$ cat src/rtl/alu_op_issuer.sv
// Initiator-side sequencer for the Total_ALU datapath: issues one operation at a time,
// waits out the ALU/divider latency and returns the sampled result(s) over a valid/ready response.
module alu_op_issuer #(
  parameter int          DIV_CYCLES = 32,
  parameter int          RES_LAT    = 2,
  parameter logic [5:0]  SIG_DIVU   = 6'd27,
  parameter logic [5:0]  SIG_MFHI   = 6'd16,
  parameter logic [5:0]  SIG_MFLO   = 6'd18,
  parameter logic [5:0]  SIG_IDLE   = 6'd0
) (
  input  logic        clk,
  input  logic        reset,
  input  logic        req_valid,
  output logic        req_ready,
  input  logic [5:0]  req_op,
  input  logic [31:0] req_a,
  input  logic [31:0] req_b,
  output logic [31:0] dataA,
  output logic [31:0] dataB,
  output logic [5:0]  signal,
  input  logic [31:0] dataOut,
  output logic        rsp_valid,
  input  logic        rsp_ready,
  output logic [31:0] rsp_lo,
  output logic [31:0] rsp_hi,
  output logic        rsp_div,
  output logic        rsp_dbz,
  output logic        busy
);

  typedef enum logic [2:0] {IDLE, EXEC, DIV, RDHI, RDLO, RESP} state_t;

  localparam int MAX_CYC = (DIV_CYCLES > RES_LAT) ? DIV_CYCLES : RES_LAT;
  localparam int CW      = $clog2(MAX_CYC) + 1;
  localparam logic [CW-1:0] DIV_LOAD = CW'(DIV_CYCLES - 1);
  localparam logic [CW-1:0] LAT_LOAD = CW'(RES_LAT - 1);

  state_t        state;
  logic [CW-1:0] cnt;
  logic          dbz;
  logic          cnt_done;

  assign cnt_done  = (cnt == '0);
  assign req_ready = (state == IDLE);
  assign busy      = (state != IDLE);

  // NOTE: every state register uses <= so all reads in this block see pre-edge values.
  always_ff @(posedge clk or negedge reset) begin
    if (!reset) begin
      state     <= IDLE;
      cnt       <= '0;
      dbz       <= 1'b0;
      dataA     <= '0;
      dataB     <= '0;
      signal    <= SIG_IDLE;
      rsp_valid <= 1'b0;
      rsp_lo    <= '0;
      rsp_hi    <= '0;
      rsp_div   <= 1'b0;
      rsp_dbz   <= 1'b0;
    end else begin
      unique case (state)
        IDLE: begin
          if (req_valid) begin
            dataA  <= req_a;
            dataB  <= req_b;
            signal <= req_op;
            dbz    <= (req_b == '0);
            if (req_op == SIG_DIVU) begin
              state <= DIV;
              cnt   <= DIV_LOAD;
            end else begin
              state <= EXEC;
              cnt   <= LAT_LOAD;
            end
          end
        end
        EXEC: begin
          if (cnt_done) begin
            rsp_lo    <= dataOut;
            rsp_hi    <= '0;
            rsp_div   <= 1'b0;
            rsp_dbz   <= 1'b0;
            rsp_valid <= 1'b1;
            signal    <= SIG_IDLE;
            state     <= RESP;
          end else begin
            cnt <= cnt - 1'b1;
          end
        end
        // Operands stay frozen through DIV/RDHI/RDLO; the divider reads them every cycle.
        DIV: begin
          if (cnt_done) begin
            signal <= SIG_MFHI;
            cnt    <= LAT_LOAD;
            state  <= RDHI;
          end else begin
            cnt <= cnt - 1'b1;
          end
        end
        RDHI: begin
          if (cnt_done) begin
            rsp_hi <= dataOut;
            signal <= SIG_MFLO;
            cnt    <= LAT_LOAD;
            state  <= RDLO;
          end else begin
            cnt <= cnt - 1'b1;
          end
        end
        RDLO: begin
          if (cnt_done) begin
            rsp_lo    <= dataOut;
            rsp_div   <= 1'b1;
            rsp_dbz   <= dbz;
            rsp_valid <= 1'b1;
            signal    <= SIG_IDLE;
            state     <= RESP;
          end else begin
            cnt <= cnt - 1'b1;
          end
        end
        RESP: begin
          if (rsp_ready) begin
            rsp_valid <= 1'b0;
            state     <= IDLE;
          end
        end
        default: state <= IDLE;
      endcase
    end
  end

endmodule

$ cat config.mk
export PLATFORM = sky130hd
export DESIGN_NAME = alu_op_issuer
export DESIGN_NICKNAME = d
export VERILOG_FILES = /design/src/rtl/alu_op_issuer.sv
export SDC_FILE = /design/constraint.sdc
export NUM_CORES = 1
export LEC_CHECK = 0
export ABC_AREA = 1
export CORE_UTILIZATION = 32
export DETAILED_ROUTE_END_ITERATION = 10
export DONT_BUFFER_PORTS = 1
export PLACE_DENSITY = 0.44
export SETUP_SLACK_MARGIN = 0.2
export SYNTH_ARGS = -nofsm -noshare
export SYNTH_HDL_FRONTEND = slang
export SYNTH_SLANG_ARGS = --single-unit
$ cat constraint.sdc
create_clock -name clk -period 2.8 [get_ports clk]
set_input_delay 0.84 -clock clk [delete_from_list [all_inputs] [get_ports clk]]
set_output_delay 0.84 -clock clk [all_outputs]
set_load 0.005 [all_outputs]
==> metrics.txt, run 1 <==
gr usage total=0.150; Routed WL=14300 µm; P_leak=3.53 nW; # resized after CTS=0; first-pass GRT wire length=roughly 23000 µm; EDFF count, synth=0; CTS buffer count=17; syn_area_per_cell=roughly 9 µm²; Tmin final=2.19 ns; share of cells above drive strength 1=0.0750; combinational power share=0.234; RePlAce Congestion=0.789; Vias=4352; num ports=about 250; Syn Std Cell Area=around 0.0061 mm²; per-cell routed wire length=15.6 µm; Ys Warns=0; CP Launch Type=flip-flop; Syn-to-layout area delta=11.7%; Nets=approximately 780; via/cell ratio=roughly 4.8; clock root buffer=clkbuf_16; Synth top area share=0.602; crit path max fanout=9; most common cell after layout, fill and taps aside=nand2_1; fillers=1929; clock-pin slew on the worst setup and hold paths=0.06 ns; core area=0.0187 mm²; CTS tree=yes; pwr dens=1200 mW/mm²; Clk network pwr share=0.277; DP HPWL=9770 µm; Die W=between 100 and 150 µm; setup_tns=0 ns; Port Buffer Count=0; vias in the first global route=4427; PnR worst setup slack=0.607 ns; fmax=roughly 460 MHz; cells after synthesis=677; Final Hold Viols=0; Post-DP Area=0.00623 mm²; Die Y=140 µm; switching pwr=3.02 mW; Worst R2R Path Depth=6; setup bufs post-CTS=0; DRC=0; Pre-antenna DRT Iters=5; type of the most critical hold path=in -> async; fin crit share=0.783; pre-CTS WS=0.654 ns; status=complete, no violations; synthesis-stage register bit count=~150; Req. time, crit path=~2.0 ns; DIE AREA=0.0196 mm²; RSZ-0062 raised after global routing=no; CP endpoint kind=output port; crit path from=state[0]; internal power=5.16 mW; synth top area cells=dfrtp_1 60%, nand2_1 16%, inv_1 4.8%, o21ai_0 4.0%, o31ai_1 3.9%; maximum vdd drop=0.385 mV; largest net degree at the start of global routing=148; reg2reg setup slack=0.68 ns; syn_nets=between 700 and 800; CTS hold repair buffers=0; antenna violations before repair=0; Clock Skews=around 0.007 ns; Critical path destination=req_ready; Worst R2R End=rsp_hi[28]; H-tree Lvls=4; Site Rows=50; sw frac=0.369; Relative slew margins=0.533; Skew-Pair Late Insertion Delay=0.41 ns; Crit path arrival time=1.35 ns; Seq pwr share=0.489; Starting Density=0.327; Crit Path Class=reg -> out; cell accounting for the most synthesized area=dfrtp_1; Sink Count=147; dominant synthesized flop cell=dfrtp_1; most frequent cells in the layout=253 x nand2_1, 147 x dfrtp_1, 78 x inv_1, 49 x o21ai_0, 32 x o31ai_1; Seq/Total Area, Yosys=0.602; Slew Limit Fails=0; clock tree buffer depth=2; Antenna diodes=0; Tightest Pin Transition=0.700 ns; hold_ws=around 0.13 ns; Max-cap violations=0; GRT overflow=0; Routed Antenna Nets=0; 1st-iter DRT viols=159; RR Startpoint=cnt[0]; Synth async-reset ratio=1.00; Finished Cell Area=between 0.006 and 0.007 mm²; Final setup viols=0; Yosys cell types=24
## power groups by stage
| stage | logic, mW | clock network [mW] | registers [mW] |
|---|---|---|---|
| after floorplan | 1.75 | 0 | 3.70 |
| after global placement | 1.87 | 0 | 4.04 |
| after detailed placement | 1.96 | 0 | 4.02 |
| after CTS | 1.95 | 2.34 | 4.01 |
| after global routing | 2.30 | 2.44 | 4.12 |
| final | 1.91 | 2.27 | 4.00 |
## cell type report
class / instances / area (µm²) / share of cell area
clock buffers: 18 / 439 / 0.0644
clock inverters: 13 / 148 / 0.0216
inverters: 82 / 308 / 0.0451
multi-input cells: 416 / 1900 / 0.279
flip-flops and latches: 147 / 3680 / 0.539
well taps: 234 / 293 / 0.0429
repair buffers: 4 / 55.1 / 0.00807
## metal layers
metal	up-vias	share of wire	global-route usage
li1	2119	-	-
met1	2031	0.45	0.192
met2	190	0.44	0.225
met3	12	0.096	0.0667
met4	0	0.014	0.0480
met5	-	0	0
## state kept, by name, summed over array words and instances, names as in the netlist
name / cells
rsp_hi: 32
rsp_lo: 32
cnt: 6
dataB: 32
state: 3
signal: 6
dbz: 1
rsp_valid: 1
dataA: 32
rsp_dbz: 1
rsp_div: 1
## cell usage after synthesis (4+ instances only)
cell and instances:
buf_2 12, buf_6 11, clkbuf_1 8, dfrtp_1 147, inv_1 78, inv_2 4
nand2_1 253, nand2_2 4, nand3_1 10, nand4_1 9, nor2_1 16, o21ai_0 49
o21ai_1 26, o31ai_1 32
## per-stage QoR
stage | util | cells | total power, mW
after global routing | 0.365 | 914 | 8.86
after detailed placement | 0.333 | 883 | 5.99
after CTS | 0.365 | 914 | 8.30
final | 0.365 | 914 | 8.18
after floorplan | - | 677 | 5.45
after global placement | 0.333 | 883 | 5.91
## worst max-delay path: stages, from the launching register on
cell and delay, ns:
dfrtp_1 0.52, nor2_4 0.20, nand2_2 0.12, inv_1 0.10
## worst min path at each step
stage	depth (start not counted)	to	startpoint	slack, ns
detailed placement	2	dbz	dbz	0.49
floorplan	2	dbz	dbz	0.45
finish	0	rsp_hi[5]	reset	0.13
global placement	2	dbz	dbz	0.48
CTS	0	rsp_hi[5]	reset	0.1
global route	0	rsp_hi[5]	reset	0.09
## logic make-up (layout without fill, tap and decap cells)
family | Yosys count | in the layout | synth area share
AOI/OAI and AO/OA | 110 | 110 | 0.103
xor gates and xnor gates | 3 | 3 | 0.00430
adders and majority gates | 1 | 1 | 0.00205
buffers and inverters | 114 | 117 | 0.0866
DFF | 147 | 147 | 0.602
and+or+nand+nor | 302 | 302 | 0.202
No activity file was read; power rests on OpenSTA's default activity.
==> run 2: changes to the inputs <==
--- a/config.mk
+++ b/config.mk
@@ -9,7 +9,7 @@
 export CORE_UTILIZATION = 32
 export DETAILED_ROUTE_END_ITERATION = 10
 export DONT_BUFFER_PORTS = 1
-export PLACE_DENSITY = 0.44
+export PLACE_DENSITY = 0.45
 export SETUP_SLACK_MARGIN = 0.2
 export SYNTH_ARGS = -nofsm -noshare
 export SYNTH_HDL_FRONTEND = slang
==> constraint.sdc (replaced) <==
create_clock -name clk -period 1.85 [get_ports clk]
set_input_delay 0.555 -clock clk [delete_from_list [all_inputs] [get_ports clk]]
set_output_delay 0.555 -clock clk [all_outputs]
set_load 0.005 [all_outputs]
==> run 2 against run 1 <==
Global-route usage up 0.45 points; flip-flop and latch count is the same; combinational power increased by 77%; critical path depth unchanged; cell area up 3.7%; the flow now finishes with violations (negative hold slack); register-to-register slack got worse by 0.41 ns; first-iteration DRC count grew 51%; via count rose by 3.5%; clock power grew 48%; critical path type unchanged; worst setup slack worse by 0.45 ns; clock skew hardly changed.
==> metrics.txt, run 2 (synthesis results as in run 1) <==
Routed WL=14800 µm (+4.1%); Tmin final=1.69 ns; CTS buffer count=17 (unchanged); Skew-Pair Late Insertion Delay=0.42 ns (about the same); Max-cap violations=0 (unchanged); Inst Count DP=889 (+0.68%); Slew Limit Fails=0 (unchanged); core area=0.0187 mm² (unchanged); Req. time, crit path=1.29 ns (-0.67 ns); 1st-iter DRT viols=240 (+51%); DP HPWL=10300 µm (+5.5%); clock root buffer=clkbuf_16; Pre-antenna DRT Iters=5 (unchanged); CTS tree=yes; Critical Path, Cell by Cell=nor2_4 > nand2_4 > inv_2; Final setup viols=0 (unchanged); pwr dens=1800 mW/mm² (+50%); clock tree buffer depth=2 (unchanged); Tightest Pin Transition=0.363 ns (-0.337 ns); antenna violations before repair=0 (unchanged); P_leak=3.64 nW (+3.1%); Syn-to-layout area delta=15.8%; RePlAce Congestion=0.792 (+0.38%); fmax=590 MHz; most frequent cells in the layout=252 x nand2_1, 144 x dfrtp_1, 76 x inv_1, 47 x o21ai_0, 28 x o21ai_1; CP endpoint kind=output port; crit path max fanout=4 (-5); Relative slew margins=0.758 (+0.225); DIE AREA=0.0196 mm² (unchanged); violated checks=negative hold slack; RSZ-0062 raised after global routing=yes; Crit path buffers/inverters=1 (unchanged); num ports=245 (unchanged); max incr delay on CP=0.43 ns (-0.09 ns); share of cells above drive strength 1=0.121 (+0.0462); delay-heaviest family, CP=flip-flops; via/cell ratio=4.86 (+2.1%); status=finished with violations; Slowest cell on crit path=dfrtp_2; per-cell routed wire length=16.0 µm (+2.6%); CP Launch Type=flip-flop; Crit path arrival time=1.14 ns (-0.21 ns); Crit Path Class=reg -> out; Routed Antenna Nets=0 (unchanged); Sink Count=147 (unchanged); Antenna diodes=0 (unchanged); final core utilization=0.378 (+0.0134); clock-pin slew on the worst setup and hold paths=0.06 ns (about the same); largest net degree at the start of global routing=148 (unchanged); type of the most critical hold path=in -> async; H-tree Lvls=4 (unchanged); pre-CTS WS=0.102 ns (-0.552 ns); Site Rows=50 (unchanged); fin crit share=0.916; Final Hold Viols=147 (+147); Die W=140 µm (unchanged); setup_tns=0 ns (unchanged); Vias=4505 (+3.5%); maximum vdd drop=0.631 mV (+64%); first-pass GRT wire length=23600 µm (+2.6%); PnR worst setup slack=0.156 ns (-0.451 ns); Starting Density=0.327 (unchanged); Die Y=140 µm (unchanged); gr usage total=0.154 (+0.00448); Clock Skews=0.00688 ns (-0.000226 ns); most common cell after layout, fill and taps aside=nand2_1; Nets=787 (+1.5%); Non-Filler Instances=927 (+1.4%); Port Buffer Count=0 (unchanged); vias in the first global route=4470 (+0.97%); hold_ws=-0.164 ns (-0.290 ns); GRT overflow=0 (unchanged); DRC=0 (unchanged)
## run 2: power breakdown
group	internal [mW]	total, mW	switching, mW
sequential	4.71	5.99	1.28
combinational	1.31	3.38	2.07
clock	1.89	3.35	1.45
## run 2: worst paths after layout
kind / depth (start not counted) / slack, ns / end / startpoint
worst max-delay path: 3 / 0.16 / req_ready / state[0]
worst min-delay path: 0 / -0.16 / rsp_lo[5] / reset
worst max register to register: 7 / 0.27 / rsp_hi[7] / cnt[0]
worst min register to register: 2 / 0.49 / dbz / dbz
max in group asynchronous: 0 / 1.68 / state[2] / reset
min in group clk: 2 / 0.25 / dataA[23] / req_a[23]
## run 2: what timing repair did
| item | CTS | global route |
|---|---|---|
| hold endpoints to repair | 147 | 147 |
| endpoints found under the setup margin | 56 | 80 |
| pin swaps | 3 | 4 |
| cloned | 0 | 1 |
| gates resized for setup | 15 | 25 |
| buffers inserted | 4 | 1 |
## run 2: area by class of cell
class | instances | area [µm²]
clock buffers | 17 | 425
clock inverters | 15 | 149
fillers | 1887 | 11600
inverters | 82 | 310
multi-input cells | 416 | 2010
flip-flops and latches | 147 | 3680
well taps | 234 | 293
repair buffers | 16 | 208
## run 2: stage by stage
stage	hold slack (ns)	power (mW)	instance area (µm²)
after CTS	-0.196	12.7	6930
after global placement	0.264	8.97	6280
after floorplan	0.259	8.24	6110
final	-0.164	12.7	7070
after detailed placement	0.264	9.13	6280
after global routing	-0.199	13.7	7070
## run 2: metal layers
metal | part of all wire | wire length [µm] | track usage | vias up
li1 | - | - | - | 2138
met1 | 0.43 | 6410 | 0.194 | 2143
met2 | 0.45 | 6670 | 0.226 | 208
met3 | 0.10 | 1510 | 0.0715 | 16
met4 | 0.016 | 244 | 0.0671 | 0
met5 | 0 | 0 | 0 | -
==> run 3: changes to the inputs <==
--- a/config.mk
+++ b/config.mk
@@ -9,7 +9,7 @@
 export CORE_UTILIZATION = 32
 export DETAILED_ROUTE_END_ITERATION = 10
 export DONT_BUFFER_PORTS = 1
-export PLACE_DENSITY = 0.45
+export PLACE_DENSITY = 0.49
 export SETUP_SLACK_MARGIN = 0.2
 export SYNTH_ARGS = -nofsm -noshare
 export SYNTH_HDL_FRONTEND = slang
==> run 3 against run 2 <==
The flow still finishes with violations (negative hold slack); clock power grew 7.5%; critical path depth is the same; fmax shrank 0.33%; wire length grew 6.0%; via count grew 1.8%; die area is the same.
==> metrics.txt, run 3 (synthesis results as in run 1) <==
CTS buffer count=17 (unchanged); H-tree Lvls=4 (unchanged); Seq pwr share=0.445 (-0.026); Nets=799 (+1.5%); Routed Antenna Nets=0 (unchanged); Worst R2R End=rsp_hi[30]; Die W=140 µm (unchanged); Slowest cell on crit path=dfrtp_2; Crit path arrival time=1.14 ns (about the same); Req. time, crit path=1.29 ns (about the same); Crit Path Class=reg -> out; met3 GRT Util=0.0660 (-0.00547); fin crit share=0.919 (+0.00304); CTS tree=yes; final core utilization=0.397 (+0.0186); Relative slew margins=0.632 (-0.125); switching pwr=4.99 mW (+3.8%); violated checks=negative hold slack; combinational power share=0.289 (+0.023); max incr delay on CP=0.43 ns (about the same); type of the most critical hold path=in -> async; DIE AREA=0.0196 mm² (unchanged); Die Y=140 µm (unchanged); first-pass GRT wire length=23500 µm (-0.32%); reg2reg setup slack=0.22 ns (-0.05 ns); Syn-to-layout area delta=21.5%; Final Hold Viols=147 (unchanged); sw frac=0.370 (-0.00806); via/cell ratio=4.88 (+0.45%); setup_tns=0 ns (unchanged); Skew-Pair Late Insertion Delay=0.41 ns (about the same); RePlAce Congestion=0.797 (+0.62%); crit path from=state[1]; vias in the first global route=4606 (+3.0%); GRT overflow=0 (unchanged); share of cells above drive strength 1=0.176 (+0.0547); GR peak layer=met2; maximum vdd drop=0.620 mV (-1.8%); pwr dens=1820 mW/mm² (+1.1%); most frequent cells in the layout=239 x nand2_1, 144 x dfrtp_1, 75 x inv_1, 46 x o21ai_0, 28 x o21ai_1; Crit path buffers/inverters=1 (unchanged); fmax=588 MHz (-0.33%); clock tree buffer depth=2 (unchanged); Tmin final=1.70 ns (+0.00562 ns); DP HPWL=9810 µm (-4.8%); Tightest Pin Transition=0.551 ns (+0.188 ns); core area=0.0187 mm² (unchanged); Slew Limit Fails=0 (unchanged); Worst R2R Path Depth=7 (unchanged); Post-DP Area=0.00628 mm² (about the same); RSZ-0062 raised after global routing=yes; delay-heaviest family, CP=flip-flops; Max-cap violations=0 (unchanged); CP endpoint kind=output port; RR Startpoint=cnt[1]; per-cell routed wire length=16.7 µm (+4.6%); Critical path destination=req_ready; 1st-iter DRT viols=156 (-35%); fillers=1815 (-3.8%); P_leak=3.78 nW (+3.8%); largest net degree at the start of global routing=148 (unchanged); CP Launch Type=flip-flop; Antenna diodes=0 (unchanged); DRC=0 (unchanged); clock root buffer=clkbuf_16; num ports=245 (unchanged); GR Layer Usage met1=0.185 (-0.00920); most common cell after layout, fill and taps aside=nand2_1; Vias=4584 (+1.8%); Finished Cell Area=0.00742 mm² (+4.9%); hold_ws=-0.164 ns (-0.000678 ns); PnR worst setup slack=0.150 ns (-0.00562 ns); internal power=8.51 mW (+7.5%); met2 GRT Util=0.240 (+0.0134); antenna violations before repair=0 (unchanged); gr usage total=0.152 (-0.00193); Final setup viols=0 (unchanged); clock-pin slew on the worst setup and hold paths=0.06 ns (about the same); Critical Path, Cell by Cell=nor2_4 > nand2_4 > inv_2; WP depth=3 (unchanged); Clk network pwr share=0.267 (+0.004); crit path max fanout=4 (unchanged); Site Rows=50 (unchanged); Sink Count=147 (unchanged); Clock Skews=0.00628 ns (-0.000597 ns); Port Buffer Count=0 (unchanged); Starting Density=0.327 (unchanged); pre-CTS WS=0.190 ns (+0.0882 ns); Pre-antenna DRT Iters=5 (unchanged); Routed WL=15700 µm (+6.0%); status=finished with violations
-- run 3: cell count changes in the layout (fill, tap and decap cells not counted), moves of 8 or more --
cell,delta
nand2_1,-13
buf_4,+9
o31ai_1,-12
nand2_2,+11
o31ai_2,+8
-- run 3: worst min-delay path by stage --
stage,endpoint,from,slack [ns],depth (start not counted)
2_1_floorplan,cnt[0],reset,0.26,0
3_3_place_gp,rsp_lo[14],reset,0.26,0
3_5_place_dp,rsp_lo[16],reset,0.26,0
4_1_cts,rsp_lo[15],reset,-0.19,0
5_1_grt,rsp_lo[15],reset,-0.20,0
6_report,rsp_lo[15],reset,-0.16,0
-- run 3: worst reg2reg max path: cells and delay by family (launching register included) --
| family | cells | cell delay (ns) |
|---|---|---|
| AOI/OAI and AO/OA | 1 | 0.24 |
| adders and majority gates | 1 | 0.16 |
| buffers and inverters | 2 | 0.31 |
| DFF | 1 | 0.41 |
| and+or+nand+nor | 3 | 0.40 |
-- run 3: cell type report --
type | count | area (µm²) | area share
clock inverters | 13 | 173 | 0.0233
inverters | 82 | 310 | 0.0418
clock buffers | 19 | 443 | 0.0597
flip-flops and latches | 147 | 3680 | 0.496
multi-input cells | 416 | 2160 | 0.291
well taps | 234 | 293 | 0.0395
repair buffers | 28 | 363 | 0.0489
-- run 3: timing repair --
item | CTS | global route
gates resized for setup | 13 | 56
setup buffers | 6 | 6
endpoints found under the hold margin | 147 | 147
pin swaps | 3 | 5
gates cloned | 0 | 8
setup endpoints to repair | 12 | 83
-- run 3: routing by layer --
layer	share of wire	wire [µm]
met4	0.013	203
met5	0	0
met1	0.42	6570
met3	0.093	1460
met2	0.48	7490
-- run 3: metrics by stage --
| step | total power, mW | instances |
|---|---|---|
| after CTS | 12.9 | 925 |
| after global routing | 14.5 | 939 |
| after global placement | 8.94 | 887 |
| after floorplan | 8.24 | 677 |
| final | 13.5 | 939 |
| after detailed placement | 9.10 | 887 |
-- run 3: power by group through the flow --
stage	clock network [mW]	logic (mW)	registers, mW
floorplan	0	2.65	5.59
global placement	0	2.90	6.04
detailed placement	0	3.08	6.03
CTS	3.71	3.22	5.99
global route	3.84	4.50	6.18
finish	3.60	3.89	6.00
